--- src/rtl/display_pkg.sv ---
// Shared definitions for the debug hex display path.
//   page_e     : which half of the 32-bit value is on the digits
//   SEG_BLANK  : all segments off (active-low)
//   SEG_ZERO   : glyph for "0", used as the reset pattern
//   hex_font() : nibble -> active-low {g,f,e,d,c,b,a} segment pattern
package display_pkg;

  typedef enum logic {
    PAGE_LO = 1'b0,
    PAGE_HI = 1'b1
  } page_e;

  localparam logic [6:0] SEG_BLANK = 7'h7F;
  localparam logic [6:0] SEG_ZERO  = 7'h40;

  function automatic logic [6:0] hex_font(input logic [3:0] nibble);
    logic [6:0] seg;
    case (nibble)
      4'h0: seg = 7'h40;
      4'h1: seg = 7'h79;
      4'h2: seg = 7'h24;
      4'h3: seg = 7'h30;
      4'h4: seg = 7'h19;
      4'h5: seg = 7'h12;
      4'h6: seg = 7'h02;
      4'h7: seg = 7'h78;
      4'h8: seg = 7'h00;
      4'h9: seg = 7'h10;
      4'hA: seg = 7'h08;
      4'hB: seg = 7'h03;
      4'hC: seg = 7'h46;
      4'hD: seg = 7'h21;
      4'hE: seg = 7'h06;
      default: seg = 7'h0E;
    endcase
    return seg;
  endfunction

endpackage

--- src/rtl/hex_to_7seg.sv ---
// Combinational hex digit decoder.
//   nibble : 4-bit value to show
//   seg    : active-low segments {g,f,e,d,c,b,a}
module hex_to_7seg
  import display_pkg::*;
(
  input  logic [3:0] nibble,
  output logic [6:0] seg
);

  assign seg = hex_font(nibble);

endmodule

--- src/rtl/hex_display_pager.sv ---
// Drives six active-low 7-segment digits from a 32-bit debug value,
// paging between LO (bits 23:0) and HI (bits 31:24) by debounced
// button press or auto-scroll timer. freeze holds the displayed snapshot.
//   clk, rst     : clock, async active-high reset
//   value_in     : debug value
//   freeze       : 1 = hold snapshot
//   auto_scroll  : 1 = toggle page every PAGE_CYCLES
//   page_btn     : raw asynchronous push-button
//   hex0..hex5   : registered segment outputs, hex0 rightmost
//   page_led     : 01 = LO page, 10 = HI page
//
// state   | meaning
// PAGE_LO | hex5..hex0 show nibbles 5..0
// PAGE_HI | hex1,hex0 show nibbles 7,6; hex5..hex2 blank
module hex_display_pager
  import display_pkg::*;
#(
  parameter int DEBOUNCE_CYCLES = 1_000_000,
  parameter int PAGE_CYCLES     = 50_000_000
) (
  input  logic        clk,
  input  logic        rst,
  input  logic [31:0] value_in,
  input  logic        freeze,
  input  logic        auto_scroll,
  input  logic        page_btn,
  output logic [6:0]  hex0,
  output logic [6:0]  hex1,
  output logic [6:0]  hex2,
  output logic [6:0]  hex3,
  output logic [6:0]  hex4,
  output logic [6:0]  hex5,
  output logic [1:0]  page_led
);

  localparam int DB_W = (DEBOUNCE_CYCLES > 1) ? $clog2(DEBOUNCE_CYCLES) : 1;
  localparam int TM_W = (PAGE_CYCLES > 1) ? $clog2(PAGE_CYCLES) : 1;
  localparam logic [DB_W-1:0] DB_LAST = DB_W'(DEBOUNCE_CYCLES - 1);
  localparam logic [TM_W-1:0] TM_LAST = TM_W'(PAGE_CYCLES - 1);

  logic            btn_meta, btn_sync, btn_level;
  logic [DB_W-1:0] db_cnt;
  logic            db_flip, press, toggle;
  logic [TM_W-1:0] timer;
  logic [31:0]     snapshot;
  page_e           state, state_next;
  logic [3:0]      nib      [6];
  logic [6:0]      seg      [6];
  logic [6:0]      dig_next [6];
  logic [6:0]      dig_q    [6];
  logic [1:0]      led_next;

  always_ff @(posedge clk or posedge rst) begin
    if (rst) begin
      btn_meta <= 1'b0;
      btn_sync <= 1'b0;
    end else begin
      btn_meta <= page_btn;
      btn_sync <= btn_meta;
    end
  end

  // Press fires in the same cycle the debounced level is about to rise,
  // so the page flips on the same edge the level is accepted.
  assign db_flip = (btn_sync != btn_level) && (db_cnt == DB_LAST);
  assign press   = db_flip && btn_sync;

  always_ff @(posedge clk or posedge rst) begin
    if (rst) begin
      btn_level <= 1'b0;
      db_cnt    <= '0;
    end else if (btn_sync == btn_level) begin
      db_cnt <= '0;
    end else if (db_flip) begin
      btn_level <= btn_sync;
      db_cnt    <= '0;
    end else begin
      db_cnt <= db_cnt + 1'b1;
    end
  end

  // A press coinciding with expiry is still one toggle: both feed one OR.
  assign toggle = press || (auto_scroll && (timer == TM_LAST));

  always_ff @(posedge clk or posedge rst) begin
    if (rst) begin
      timer <= '0;
    end else if (!auto_scroll || toggle) begin
      timer <= '0;
    end else begin
      timer <= timer + 1'b1;
    end
  end

  always_ff @(posedge clk or posedge rst) begin
    if (rst) begin
      snapshot <= '0;
    end else if (!freeze) begin
      snapshot <= value_in;
    end
  end

  always_ff @(posedge clk or posedge rst) begin
    if (rst) begin
      state <= PAGE_LO;
    end else begin
      state <= state_next;
    end
  end

  always_comb begin
    state_next = state;
    if (toggle) begin
      state_next = (state == PAGE_LO) ? PAGE_HI : PAGE_LO;
    end
  end

  always_comb begin
    for (int i = 0; i < 6; i++) begin
      nib[i] = snapshot[4*i +: 4];
    end
    if (state == PAGE_HI) begin
      nib[0] = snapshot[27:24];
      nib[1] = snapshot[31:28];
    end
  end

  for (genvar g = 0; g < 6; g++) begin : g_digit
    hex_to_7seg u_dec (
      .nibble (nib[g]),
      .seg    (seg[g])
    );
  end

  always_comb begin
    for (int i = 0; i < 6; i++) begin
      dig_next[i] = ((state == PAGE_HI) && (i >= 2)) ? SEG_BLANK : seg[i];
    end
    led_next = (state == PAGE_HI) ? 2'b10 : 2'b01;
  end

  always_ff @(posedge clk or posedge rst) begin
    if (rst) begin
      for (int i = 0; i < 6; i++) begin
        dig_q[i] <= SEG_ZERO;
      end
      page_led <= 2'b01;
    end else begin
      for (int i = 0; i < 6; i++) begin
        dig_q[i] <= dig_next[i];
      end
      page_led <= led_next;
    end
  end

  assign hex0 = dig_q[0];
  assign hex1 = dig_q[1];
  assign hex2 = dig_q[2];
  assign hex3 = dig_q[3];
  assign hex4 = dig_q[4];
  assign hex5 = dig_q[5];

endmodule

--- config.mk ---
export PLATFORM = sky130hd
export DESIGN_NAME = hex_display_pager
export DESIGN_NICKNAME = d
export VERILOG_FILES = /design/src/rtl/display_pkg.sv /design/src/rtl/hex_to_7seg.sv /design/src/rtl/hex_display_pager.sv
export SDC_FILE = /design/constraint.sdc
export NUM_CORES = 1
export LEC_CHECK = 0
export CORE_MARGIN = 5
export CORE_UTILIZATION = 35
export CTS_BUF_LIST = sky130_fd_sc_hd__clkbuf_16
export DETAILED_ROUTE_END_ITERATION = 12
export GPL_TIMING_DRIVEN = 0
export PLACE_DENSITY = 0.64
export SLEW_MARGIN = 10
export SYNTH_ARGS = -nofsm -noshare
export SYNTH_HDL_FRONTEND = slang
export SYNTH_HIERARCHICAL = 1
export SYNTH_SLANG_ARGS = --single-unit
--- constraint.sdc ---
create_clock -name clk -period 5.3 [get_ports clk]
set_clock_uncertainty 0.2 [all_clocks]
set_input_delay 1.06 -clock clk [delete_from_list [all_inputs] [get_ports clk]]
set_output_delay 1.06 -clock clk [all_outputs]
set_load 0.01 [all_outputs]
==> results.yml <==
layout:
  multiInputGateArea_um2: 3340
  fin_nets: 783
  final.fill_count: 1823
  area_growth_pct: 26.8
  post-route-cell-area_um2: 8610
  drive_gt1_share_pct: 19.4
  fin_util_pct: 44.7
  register_area_um2: 3160
  diodes: 0
route:
  vias_per_cell: 4.83
  vias: 4731
  drt_iter0_markers: 191
  wl_per_cell_um: 14.0
  ant_nets: 0
  drc: 0
  drtPass1Iterations: 4
  finalWirelength_mm: 13.8
worst_setup_path:
  r2r_slack_ps: 2620
  critPathRequiredTime_ps: 4040
  crit_family: "buffers and inverters"
  worst_setup_path_start_kind: "register"
  cp_cell_sequence: "clkdlybuf4s50_1"
  endpoint_kind: "output pin"
  cp_num_buf_inv: 1
  slowest_delay_ps: 550
  worstPathArrival_ps: 1490
  worst-path-max-fanout: 1
  path_class: "register to output pin"
  worst_path_max_delay_cell: "clkdlybuf4s50_1"
clock_tree:
  cts_hold_buf: 0
  htree_num_levels: 4
  cts-root-buf: "clkbuf_16"
  cts_tree: "done"
  cts_buffers: 17
  max-clock-path-buffers: 2
  insertion_delay_ps: 420
  post_cts_buffers: 0
  cts_resized: 0
  cts_num_sinks: 126
  cts.clk_slew.worst_paths_ps: 60
yosys:
  netlist_instances: 603
  ys_seq_elements: 126
  syn-num-nets: 684
  synth_edf_count: 0
  synthesis.area_um2: 6790
  synthTopCellsByArea: "dfrtp_1, ha_1, mux2_2, mux2i_1, dfstp_2"
  yosysSeqAreaShare_pct: 46.5
  async_flop_share_pct: 100
  synth_area_leader_cell: "dfrtp_1"
  synth_area_per_cell_um2: 11.3
  yosysWarnings: 6
  synth_ff_type: "dfrtp_1"
  yosys.cell_types.count: 41
  synth_top_area_share_pct: 43.8
power_and_ir_drop:
  power.leakage_nw: 3.77
  vdd.ir_drop.worst_v: 0.000234
  p_per_area_nw_per_um2: 336
global_routing:
  grt_remaining_overflow: 0
  grt_max_degree: 75
  track_usage_pct: 13.0
  grt_pass1_wl_mm: 23.0
  antenna_found_initial: 0
  grt_pass1_vias: 4552
sta:
  max_slew_margin_pct: 55.3
  hold_viol_final: 0
  drv_slew: 0
  max_freq_ghz: 0.363
  worstMarginPinSlew_ps: 671
  setup_viol: 0
  rsz0062_at_grt: "false"
  fin_ws_ps: 2550
  finalSetupTns_ps: 0
  fin_crit_sh_pct: 51.9
  layout_min_cycle_time_ps: 2750
place:
  placed_area_um2: 7950
  numPortBuffers: 79
  gp_congestion: 0.798
  dpl_worst_slack_ps: 2220
  hpwlAfterDp_mm: 9.73
min_path:
  min_path_type: "register to register"
floorplan:
  initial_utilization_pct: 35.2
  pin_count: 81
  dieHeight_um: 149
  fp.coreArea_um2: 19300
  num_rows: 51
  die_w_um: 149
  die-area_um2: 22300
outcome:
  outcome: "finished, final reports clean"
flow_run:
  maxCapViolCount: 0
==> layer usage <==
layer / GRT usage (%) / share of wire, %
met1: 17.1 / 47
met2: 20.3 / 47
met3: 4.62 / 4.6
met4: 3.57 / 1.3
met5: 0 / 0
==> cell type report <==
| type | count | area share, % |
|---|---|---|
| timing repair buffer | 80 | 9.50 |
| inverter | 26 | 1.19 |
| clock inverter | 15 | 2.80 |
| clock buffer | 17 | 4.94 |
| tap | 265 | 3.85 |
| sequential | 126 | 36.7 |
| buffer | 32 | 2.22 |
| multi-input combinational | 419 | 38.8 |
==> flip-flops by register name (all words and copies together) (netlist names) <==
| register | cells |
|---|---|
| hex3 | 7 |
| hex0 | 7 |
| page_led | 2 |
| state | 1 |
| hex5 | 7 |
| btn_level | 1 |
| btn_meta | 1 |
| btn_sync | 1 |
| hex2 | 7 |
| hex1 | 7 |
| timer | 26 |
| hex4 | 7 |
| db_cnt | 20 |
| snapshot | 32 |
==> cells in the final DEF, fill, tap and decap left out, types with 7 or more instances in the layout <==
cell type	synthesis	final
ha_1	44	44
or2_2	28	28
a211oi_1	11	11
clkbuf_1	12	12
or4_1	10	10
mux2_2	47	47
inv_1	25	24
nand3_1	18	18
nor2_1	44	44
buf_2	9	9
and4_1	10	10
mux2i_1	24	24
nand4_1	15	15
dfstp_2	7	7
a21oi_1	13	13
clkdlybuf4s50_1	0	79
buf_6	8	8
a22o_1	12	12
nor3_1	16	16
or3_1	9	9
o31ai_1	8	8
xor2_1	21	21
nand2_1	19	19
clkbuf_16	0	17
dfrtp_1	119	119
o21ai_0	22	22
==> final timing paths <==
kind	startpoint	cells after the start	end
max	hex4[6]	1	hex4[6]
min	btn_meta	0	btn_sync
max reg2reg	state	7	hex0[0]
min reg2reg	btn_meta	0	btn_sync
max in group asynchronous	rst	3	hex1[6]
min in group asynchronous	rst	2	hex2[4]
==> stage by stage <==
stage / total power, mW / instances / hold slack, ps
floorplan: 1.40 / 603 / 131
global placement: 1.60 / 947 / 143
detailed placement: 1.61 / 948 / 159
CTS: 2.94 / 980 / 172
global route: 3.03 / 980 / 181
finish: 2.89 / 980 / 162
==> worst register-to-register path: stages, from the launching register on <==
cell,delay (ps)
dfrtp_1,400
clkbuf_1,490
mux2_2,470
inv_1,150
ha_1,200
and2b_2,230
or3b_1,360
o21ai_0,90
==> synth_stat cells (7+ instances only) <==
master	n
nor3_1	16
dfrtp_1	119
and4_1	10
clkbuf_1	12
mux2_2	47
ha_1	44
o21ai_0	22
nand3_1	18
buf_2	9
nand2_1	19
a21oi_1	13
or2_2	28
nor2_1	44
nand4_1	15
buf_6	8
or4_1	10
a211oi_1	11
or3_1	9
a22o_1	12
dfstp_2	7
inv_1	25
mux2i_1	24
xor2_1	21
o31ai_1	8
==> where the power goes <==
part	total (mW)	switching, mW	internal [mW]	leakage, nW
sequential	1.09	0.0426	1.05	1.60
combinational	0.489	0.215	0.274	1.86
clock	1.31	0.431	0.879	0.315
==> kinds of logic (layout without fill, tap and decap cells) <==
kind of cell             Yosys count  in the layout  synth area share, %
XOR/XNOR                          26             26                 3.35
buffers and inverters             58            170                 4.25
flip-flops                       126            126                 46.5
AO/OA/AOI/OAI                     74             74                 7.48
adder cells (fa/ha/maj)           44             44                 8.10
AND/OR/NAND/NOR                  198            198                 16.6
multiplexers                      77             77                 13.6
Note: power is estimated with default switching activity, not from simulation.
